### config.mk
export PLATFORM = sky130hd
export DESIGN_NAME = bitwise_logic_unit
export DESIGN_NICKNAME = d
export VERILOG_FILES = /design/src/rtl/bitwise_logic_unit.sv
export SDC_FILE = /design/constraint.sdc
export NUM_CORES = 1
export LEC_CHECK = 0
export ABC_AREA = 1
export CORE_MARGIN = 5
export CORE_UTILIZATION = 54
export CTS_BUF_LIST = sky130_fd_sc_hd__clkbuf_4 sky130_fd_sc_hd__clkbuf_8 sky130_fd_sc_hd__clkbuf_16
export CTS_CLUSTER_DIAMETER = 60
export CTS_CLUSTER_SIZE = 8
export DETAILED_ROUTE_END_ITERATION = 10
export PLACE_DENSITY = 0.92
export SYNTH_ARGS = -nofsm -noshare
export SYNTH_HDL_FRONTEND = slang
export SYNTH_SLANG_ARGS = --single-unit
export TNS_END_PERCENT = 50
### constraint.sdc
create_clock -name clock -period 4.1 [get_ports clock]
set_clock_uncertainty 0.1 [all_clocks]
set_input_delay 0.41 -clock clock [delete_from_list [all_inputs] [get_ports clock]]
set_output_delay 0.41 -clock clock [all_outputs]
set_load 0.03 [all_outputs]
### src/rtl/bitwise_logic_unit.sv
// bitwise_logic_unit: multi-mode two-operand bitwise function over WIDTH bits,
// computed CHUNK bits per clock behind valid/ready handshakes on both sides.
// A zero flag is produced for branch evaluation.
// Optional feature macro: BLU_POPCOUNT_EN adds a popcnt output holding the
// number of 1 bits in the result, accumulated chunk by chunk.
module bitwise_logic_unit #(
  parameter int WIDTH = 32,
  parameter int CHUNK = 8
) (
  input  logic             clock,
  input  logic             reset_n,
  input  logic             in_valid,
  output logic             in_ready,
  input  logic [2:0]       op,
  input  logic [WIDTH-1:0] x,
  input  logic [WIDTH-1:0] y,
  output logic             out_valid,
  input  logic             out_ready,
  output logic [WIDTH-1:0] res,
  output logic             zero,
  output logic             busy
`ifdef BLU_POPCOUNT_EN
  ,
  output logic [$clog2(WIDTH+1)-1:0] popcnt
`endif
);

  localparam int NUM_CHUNKS = WIDTH / CHUNK;
  localparam int CW         = (NUM_CHUNKS > 1) ? $clog2(NUM_CHUNKS) : 1;
  localparam logic [CW-1:0] LAST_CHUNK = CW'(NUM_CHUNKS - 1);

  // A partial last chunk cannot be expressed, so refuse to build.
  generate
    if ((WIDTH % CHUNK) != 0) begin : g_cfg_err
      $error("bitwise_logic_unit: WIDTH must be a multiple of CHUNK");
    end
  endgenerate

  typedef enum logic [1:0] {
    IDLE = 2'b00,
    BUSY = 2'b01,
    DONE = 2'b10
  } state_t;

  state_t           state_r;
  state_t           state_next_s;
  logic [CW-1:0]    cnt_r;
  logic [WIDTH-1:0] x_r;
  logic [WIDTH-1:0] y_r;
  logic [2:0]       op_r;
  logic [WIDTH-1:0] res_r;
  logic [WIDTH-1:0] res_next_s;
  logic             zero_r;
  logic [CHUNK-1:0] chunk_s;
  logic             accept_s;
  logic             last_s;
  logic             release_s;

  // Selected bitwise function applied to one chunk of the latched operands.
  function automatic logic [CHUNK-1:0] bit_fn(input logic [2:0] f,
                                              input logic [CHUNK-1:0] a,
                                              input logic [CHUNK-1:0] b);
    logic [CHUNK-1:0] r;
    case (f)
      3'b000:  r = a & b;
      3'b001:  r = a | b;
      3'b010:  r = a ^ b;
      3'b011:  r = ~(a | b);
      3'b100:  r = ~(a & b);
      3'b101:  r = ~(a ^ b);
      3'b110:  r = a & ~b;
      3'b111:  r = a;
      default: r = a;
    endcase
    return r;
  endfunction

  assign accept_s  = (state_r == IDLE) && in_valid;
  assign last_s    = (cnt_r == LAST_CHUNK);
  assign release_s = (state_r == DONE) && out_ready;

  // Current chunk result merged into the result register image.
  always_comb begin
    chunk_s    = bit_fn(op_r, x_r[cnt_r*CHUNK +: CHUNK], y_r[cnt_r*CHUNK +: CHUNK]);
    res_next_s = res_r;
    res_next_s[cnt_r*CHUNK +: CHUNK] = chunk_s;
  end

  // State register.
  always_ff @(posedge clock or negedge reset_n) begin
    if (!reset_n) begin
      state_r <= IDLE;
    end else begin
      state_r <= state_next_s;
    end
  end

  // Next-state logic: accept, walk the chunks, wait for the consumer.
  always_comb begin
    state_next_s = state_r;
    case (state_r)
      IDLE: begin
        if (accept_s) state_next_s = BUSY;
        else          state_next_s = IDLE;
      end
      BUSY: begin
        if (last_s) state_next_s = DONE;
        else        state_next_s = BUSY;
      end
      DONE: begin
        if (release_s) state_next_s = IDLE;
        else           state_next_s = DONE;
      end
      default: state_next_s = IDLE;
    endcase
  end

  // Handshake and status outputs decoded from the state register.
  always_comb begin
    in_ready  = 1'b0;
    busy      = 1'b0;
    out_valid = 1'b0;
    case (state_r)
      IDLE:    in_ready  = 1'b1;
      BUSY:    busy      = 1'b1;
      DONE:    out_valid = 1'b1;
      default: in_ready  = 1'b0;
    endcase
  end

  // Operand latch, chunk counter, result and zero flag.
  always_ff @(posedge clock or negedge reset_n) begin
    if (!reset_n) begin
      x_r    <= '0;
      y_r    <= '0;
      op_r   <= 3'b000;
      res_r  <= '0;
      cnt_r  <= '0;
      zero_r <= 1'b0;
    end else if (accept_s) begin
      x_r    <= x;
      y_r    <= y;
      op_r   <= op;
      res_r  <= '0;
      cnt_r  <= '0;
      zero_r <= 1'b0;
    end else if (state_r == BUSY) begin
      res_r <= res_next_s;
      if (last_s) begin
        cnt_r  <= '0;
        zero_r <= (res_next_s == '0);
      end else begin
        cnt_r  <= cnt_r + CW'(1);
        zero_r <= zero_r;
      end
    end else begin
      res_r  <= res_r;
      cnt_r  <= cnt_r;
      zero_r <= zero_r;
    end
  end

  assign res  = res_r;
  assign zero = zero_r;

`ifdef BLU_POPCOUNT_EN
  localparam int PW = $clog2(WIDTH + 1);

  logic [PW-1:0] popcnt_r;

  // Number of set bits in one chunk.
  function automatic logic [PW-1:0] chunk_ones(input logic [CHUNK-1:0] v);
    logic [PW-1:0] n;
    n = '0;
    for (int i = 0; i < CHUNK; i++) begin
      n = n + PW'(v[i]);
    end
    return n;
  endfunction

  // Running population count, one chunk per BUSY cycle.
  always_ff @(posedge clock or negedge reset_n) begin
    if (!reset_n) begin
      popcnt_r <= '0;
    end else if (accept_s) begin
      popcnt_r <= '0;
    end else if (state_r == BUSY) begin
      popcnt_r <= popcnt_r + chunk_ones(chunk_s);
    end else begin
      popcnt_r <= popcnt_r;
    end
  end

  assign popcnt = popcnt_r;
`endif

endmodule

* Word-level counts from Yosys, hierarchy flattened *
Index checks and enable logic that the tools add are counted.

word-level totals
  register bits after elaboration = 104
  input bits = 71
  word-level logic and storage cells = 56

cells by class
  add/subtract/negate cells = 2
  equality and inequality tests = 10
  shifts and indexed selects = 4
  multiplexer cells = 17
  bitwise operators = 8
  reduce and logical (&&, ||, !) cells = 8

operators by type and width
  cell                                                   number
  two-way mux 32 bit                                     2
  one-hot mux 8 bit (8 select lines)                     1
  variable part select 32 x 6 -> 8 bit                   2
  negator 5 -> 34 bit                                    1
  variable shift 8 x 34 -> 32 bit, first input constant  1
  variable part select 8 x 34 -> 32 bit                  1
  bitwise mux 32 bit                                     1
  logical NOT 32 bit                                     1
  NOT 8 bit                                              4
  bitwise AND 8 bit                                      2
  == test 3 bit, second input constant                   4
  two-way mux 2 bit                                      5
  bitwise OR 8 bit                                       1
  bitwise XOR 8 bit                                      1
  two-way mux 1 bit                                      7
  == test 3 x 2 -> 1 bit, second input constant          2
  one-hot mux 2 bit (3 select lines)                     1
  == test 2 bit, second input constant                   2
  nonzero test 2 bit                                     2
  == test 3 x 1 -> 1 bit, second input constant          1
  logical NOT 3 bit                                      1
  adder 2 x 1 -> 2 bit, second input constant            1
  == test 2 x 1 -> 1 bit, second input constant          1
  logical AND 1 bit                                      2
  other kinds (2)                                        2

* Depth between registers and ports, before layout *
  depth in word-level cells = 10
  gate-level depth with buffers = 23

* Least setup slack after synthesis *
Ideal clock, no wire load.

  path type = reg2reg
  start = reg cnt_r[0]
  end = reg zero_r (netlist: zero)
  setup time = 0.066 ns
  data arrival time = 2.669 ns
  data required time = 3.934 ns
  slack = 1.265 ns
  cell stages (with the launch flop) = 24
  path buffers = 4
  clock period less this slack = 2.835 ns
  cells stage by stage = dfrtp_1 -> buf_6 -> inv_2 -> buf_6 -> buf_2 -> buf_2 -> nand2_1 -> a32oi_1 -> inv_1 -> ha_1 -> inv_1 -> nand4_1 -> nand2_1 -> nor2_1 -> nand3_1 -> nand3_1 -> nand2_1 -> nor2_1 -> nand2_1 -> nor2_1 -> nand2_1 -> nor2_1 -> nand3_1 -> nand2_1

between the ends
  cells in the longest elaborated chain, start to end = 10
  elaborated cells between the ends (all ways) = 22

ends and longest elaborated chain
  what                                       line  source
  start: declaration                         47    logic [CW-1:0] cnt_r;
  start signal: assignment                   153   cnt_r <= cnt_r + CW'(1);
  start signal: assignment                   158   cnt_r <= cnt_r;
  variable part select 32 x 6 -> 8 bit       84    chunk_s = bit_fn(op_r, x_r[cnt_r*CHUNK +: CHUNK], y_r[cnt_r*CHUNK +: CHUNK]);
  NOT 8 bit (tied with other cells)          71    3'b110: r = a & ~b;
  bitwise AND 8 bit (tied with other cells)  71
  one-hot mux 8 bit (8 select lines)         64    case (f)
  variable part select 8 x 34 -> 32 bit      86    res_next_s[cnt_r*CHUNK +: CHUNK] = chunk_s;
  bitwise mux 32 bit                         86
  logical NOT 32 bit                         151   zero_r <= (res_next_s == '0);
  two-way mux 1 bit                          149   if (last_s) begin
  two-way mux 1 bit                          147   end else if (state_r == BUSY) begin
  two-way mux 1 bit                          140   end else if (accept_s) begin
  end signal: assignment                     151
  end signal: assignment                     154   zero_r <= zero_r;
  end signal: assignment                     159   zero_r <= zero_r;
  end: declaration                           53    logic zero_r;

Several ways; a longest one is shown, not always the timed one. The select of a mux whose other input is x is not followed.
A chain may end at the register's enable or synchronous reset.

* Worst setup path in the final report *
  start = reg cnt_r[1]
  end = reg zero_r (netlist: zero)

The elaborated chain is that of the path after synthesis.

==> flow_summary.yaml <==
detailed_routing:
  drtAntennaViolNets: 0
  drtIter0Drc: 624
  post_drt_wl_per_cell_um: 17.3
  drt-total-wl_um: 16600
  firstDrtPassIters: 5
  viasPerCell: 5.88
  drcViolationCount: 0
  vias: 5641
final_layout:
  multiInputGateArea_um2: 3100
  drive_gt1_frac: 0.125
  final_nets: 913
  seqCellArea_um2: 2600
  final_util: 0.667
  fillers: 829
  antenna_cells: 0
  area_growth_pct: 22.2
  fin_area_um2: 7520
synth:
  synthCells: 726
  yosysMostFrequentCell: "nand2_1"
  synth_seq_area_share: 0.423
  avgSynthCellArea_um2: 8.47
  ys_seq_elements: 104
  synth_top_area_cell: "dfrtp_1"
  synthArstFlopShare: 1.00
  yosys-top-cells-count: "nand2_1 (189), dfrtp_1 (104), nand3_1 (73)"
  synth_edf_count: 0
  synth_ff_type: "dfrtp_1"
  synth_nets: 827
  yosys_warnings: 0
  yosysTopAreaCellShare: 0.423
  synth.distinct_cells: 31
  ys_top_cells_by_area: "dfrtp_1 (42%), mux2_2 (12%), nand2_1 (12%)"
  netlist_area_um2: 6150
power_and_ir_drop:
  worst_ir_drop_vdd_mv: 0.462
  power_mw: 6.70
  p_int_mw: 3.44
  clockPowerShare: 0.127
  p_leak_nw: 3.57
  share_comb_of_total_power: 0.580
  powerDensity_nw_per_um2: 890
  p_sw_mw: 3.25
  p_seq_frac: 0.293
  swShare: 0.486
floorplan:
  die_height_um: 117
  die_w_um: 117
  ioPinCount: 107
  core_area_um2: 11300
  fp.dieArea_um2: 13600
  initial_utilization: 0.546
  row_count: 39
placed_design:
  place_ws_ns: 0.951
  dpl_cell_area_um2: 7230
  dp_hpwl_um: 11700
  gp_congestion: 0.938
  io_buffers: 106
critical_path:
  worst-setup-path-type: "reg2reg"
  critPathRequiredTime_ns: 4.24
  cp.arrival_ns: 3.53
  ff2ff_setup_slack_ns: 0.70
  endpoint_kind: "flop"
  cp_max_fo: 28
  start_kind: "flop"
timing:
  fin_crit_sh: 0.828
  worst_slack_ns: 0.704
  period_minus_slack_ns: 3.40
  slew_violations: 0
  rsz0062_at_grt: "false"
  max_freq_mhz: 294
  setup-tns-final_ns: 0
  hold_violations: 0
  setup_viol: 0
  worst_slew_pin_slew_ns: 0.947
  slew_headroom: 0.368
global_routing:
  grt_pass1_vias: 5489
  grt_max_degree: 78
  grt_use_total: 0.251
  grt-ovfl-total: 0
  grt_pass1_wl_um: 26900
  antenna_found_initial: 0
clocking:
  path_clk_slew_ns: 0.07
  numCtsBuffers: 9
  clk_latency_ns: 0.35
  clockBufferDepth: 2
  cts_tree: "yes"
  cts_max_level: 3
  clock-sinks: 104
  holdBufCountCts: 0
  cts.repair.resized: 0
  cts_setup_buffers: 0
  cts_root_buf: "clkbuf_16"
hold_path:
  hp-class: "in2async"
status:
  outcome: "finished, final reports clean"
flow_run:
  cap_violations: 0
==> cells in the final DEF (no fill, tap or decap), types with 9 or more instances in the layout <==
cell type,instances
a21oi_1,11
clkbuf_16,9
clkdlybuf4s50_1,105
dfrtp_1,104
ha_1,30
inv_1,54
mux2_2,64
nand2_1,188
nand3_1,73
nand4_1,43
nor2_1,56
o21ai_0,29
==> through the flow <==
stage,std cells,hold slack (ns)
after detailed placement,944,0.393
after floorplan,726,0.0144
after CTS,959,0.140
after global routing,959,0.196
final,959,0.106
after global placement,944,0.388
==> state kept, by name (all words and copies together) (netlist names) <==
| name | flops |
|---|---|
| res | 32 |
| x_r | 32 |
| y_r | 32 |
| op_r | 3 |
| cnt_r | 2 |
| state_r | 2 |
| zero | 1 |
==> final cells by class <==
cell class / count / share of cell area
timing repair buffer: 113 / 0.148
multi-input combinational: 523 / 0.413
clock inverter: 5 / 0.00765
clock buffer: 10 / 0.0309
sequential: 104 / 0.346
tap: 143 / 0.0238
inverter: 61 / 0.0311
==> worst max-delay path: stages (launching register included) <==
cell and delay [ns]:
dfrtp_1 0.56, inv_2 0.46, ha_1 0.24, clkinv_1 0.39
nor4_2 0.77, nand3_1 0.19, nand2_1 0.13, nor2_1 0.06
nand2_1 0.07, nor2_1 0.04, nand2_1 0.07, nor2_1 0.06
nand3_1 0.06, nand2_1 0.05
==> power groups by stage <==
stage / sequential (mW) / clock [mW] / combinational [mW]
floorplan: 2.04 / 0 / 2.61
global placement: 1.93 / 0 / 3.70
detailed placement: 1.95 / 0 / 3.78
CTS: 1.94 / 0.857 / 3.83
global route: 2.00 / 0.897 / 4.30
finish: 1.96 / 0.850 / 3.89
==> cell families (layout without fill, tap and decap cells) <==
kind of cell	after synthesis	count (layout)	synth area share
buffers and inverters	99	189	0.0738
adders and majority gates	30	30	0.0610
DFF	104	104	0.423
muxes	64	64	0.117
AOI/OAI and AO/OA	59	59	0.0551
and+or+nand+nor	370	370	0.270
==> per-layer routing <==
metal | vias to the layer above | GRT usage | part of all wire
li1 | 2607 | - | -
met3 | 52 | 0.0497 | 0.086
met2 | 317 | 0.410 | 0.48
met5 | - | 0 | 0
met1 | 2665 | 0.333 | 0.40
met4 | 0 | 0.0956 | 0.029
==> path summary, 6_finish.rpt <==
path	startpoint	end	depth (start not counted)
setup reg to reg	cnt_r[1]$_DFFE_PN0P_	zero$_DFFE_PN0P_	13
hold reg to reg	x_r[2]$_DFFE_PN0P_	x_r[2]$_DFFE_PN0P_	1
setup / recovery	cnt_r[1]$_DFFE_PN0P_	zero$_DFFE_PN0P_	13
hold / removal	reset_n	x_r[4]$_DFFE_PN0P_	1
max in group asynchronous	reset_n	res[1]$_DFFE_PN0P_	2
min in group clock	x_r[2]$_DFFE_PN0P_	x_r[2]$_DFFE_PN0P_	1
(Power assumes the default switching activity.)
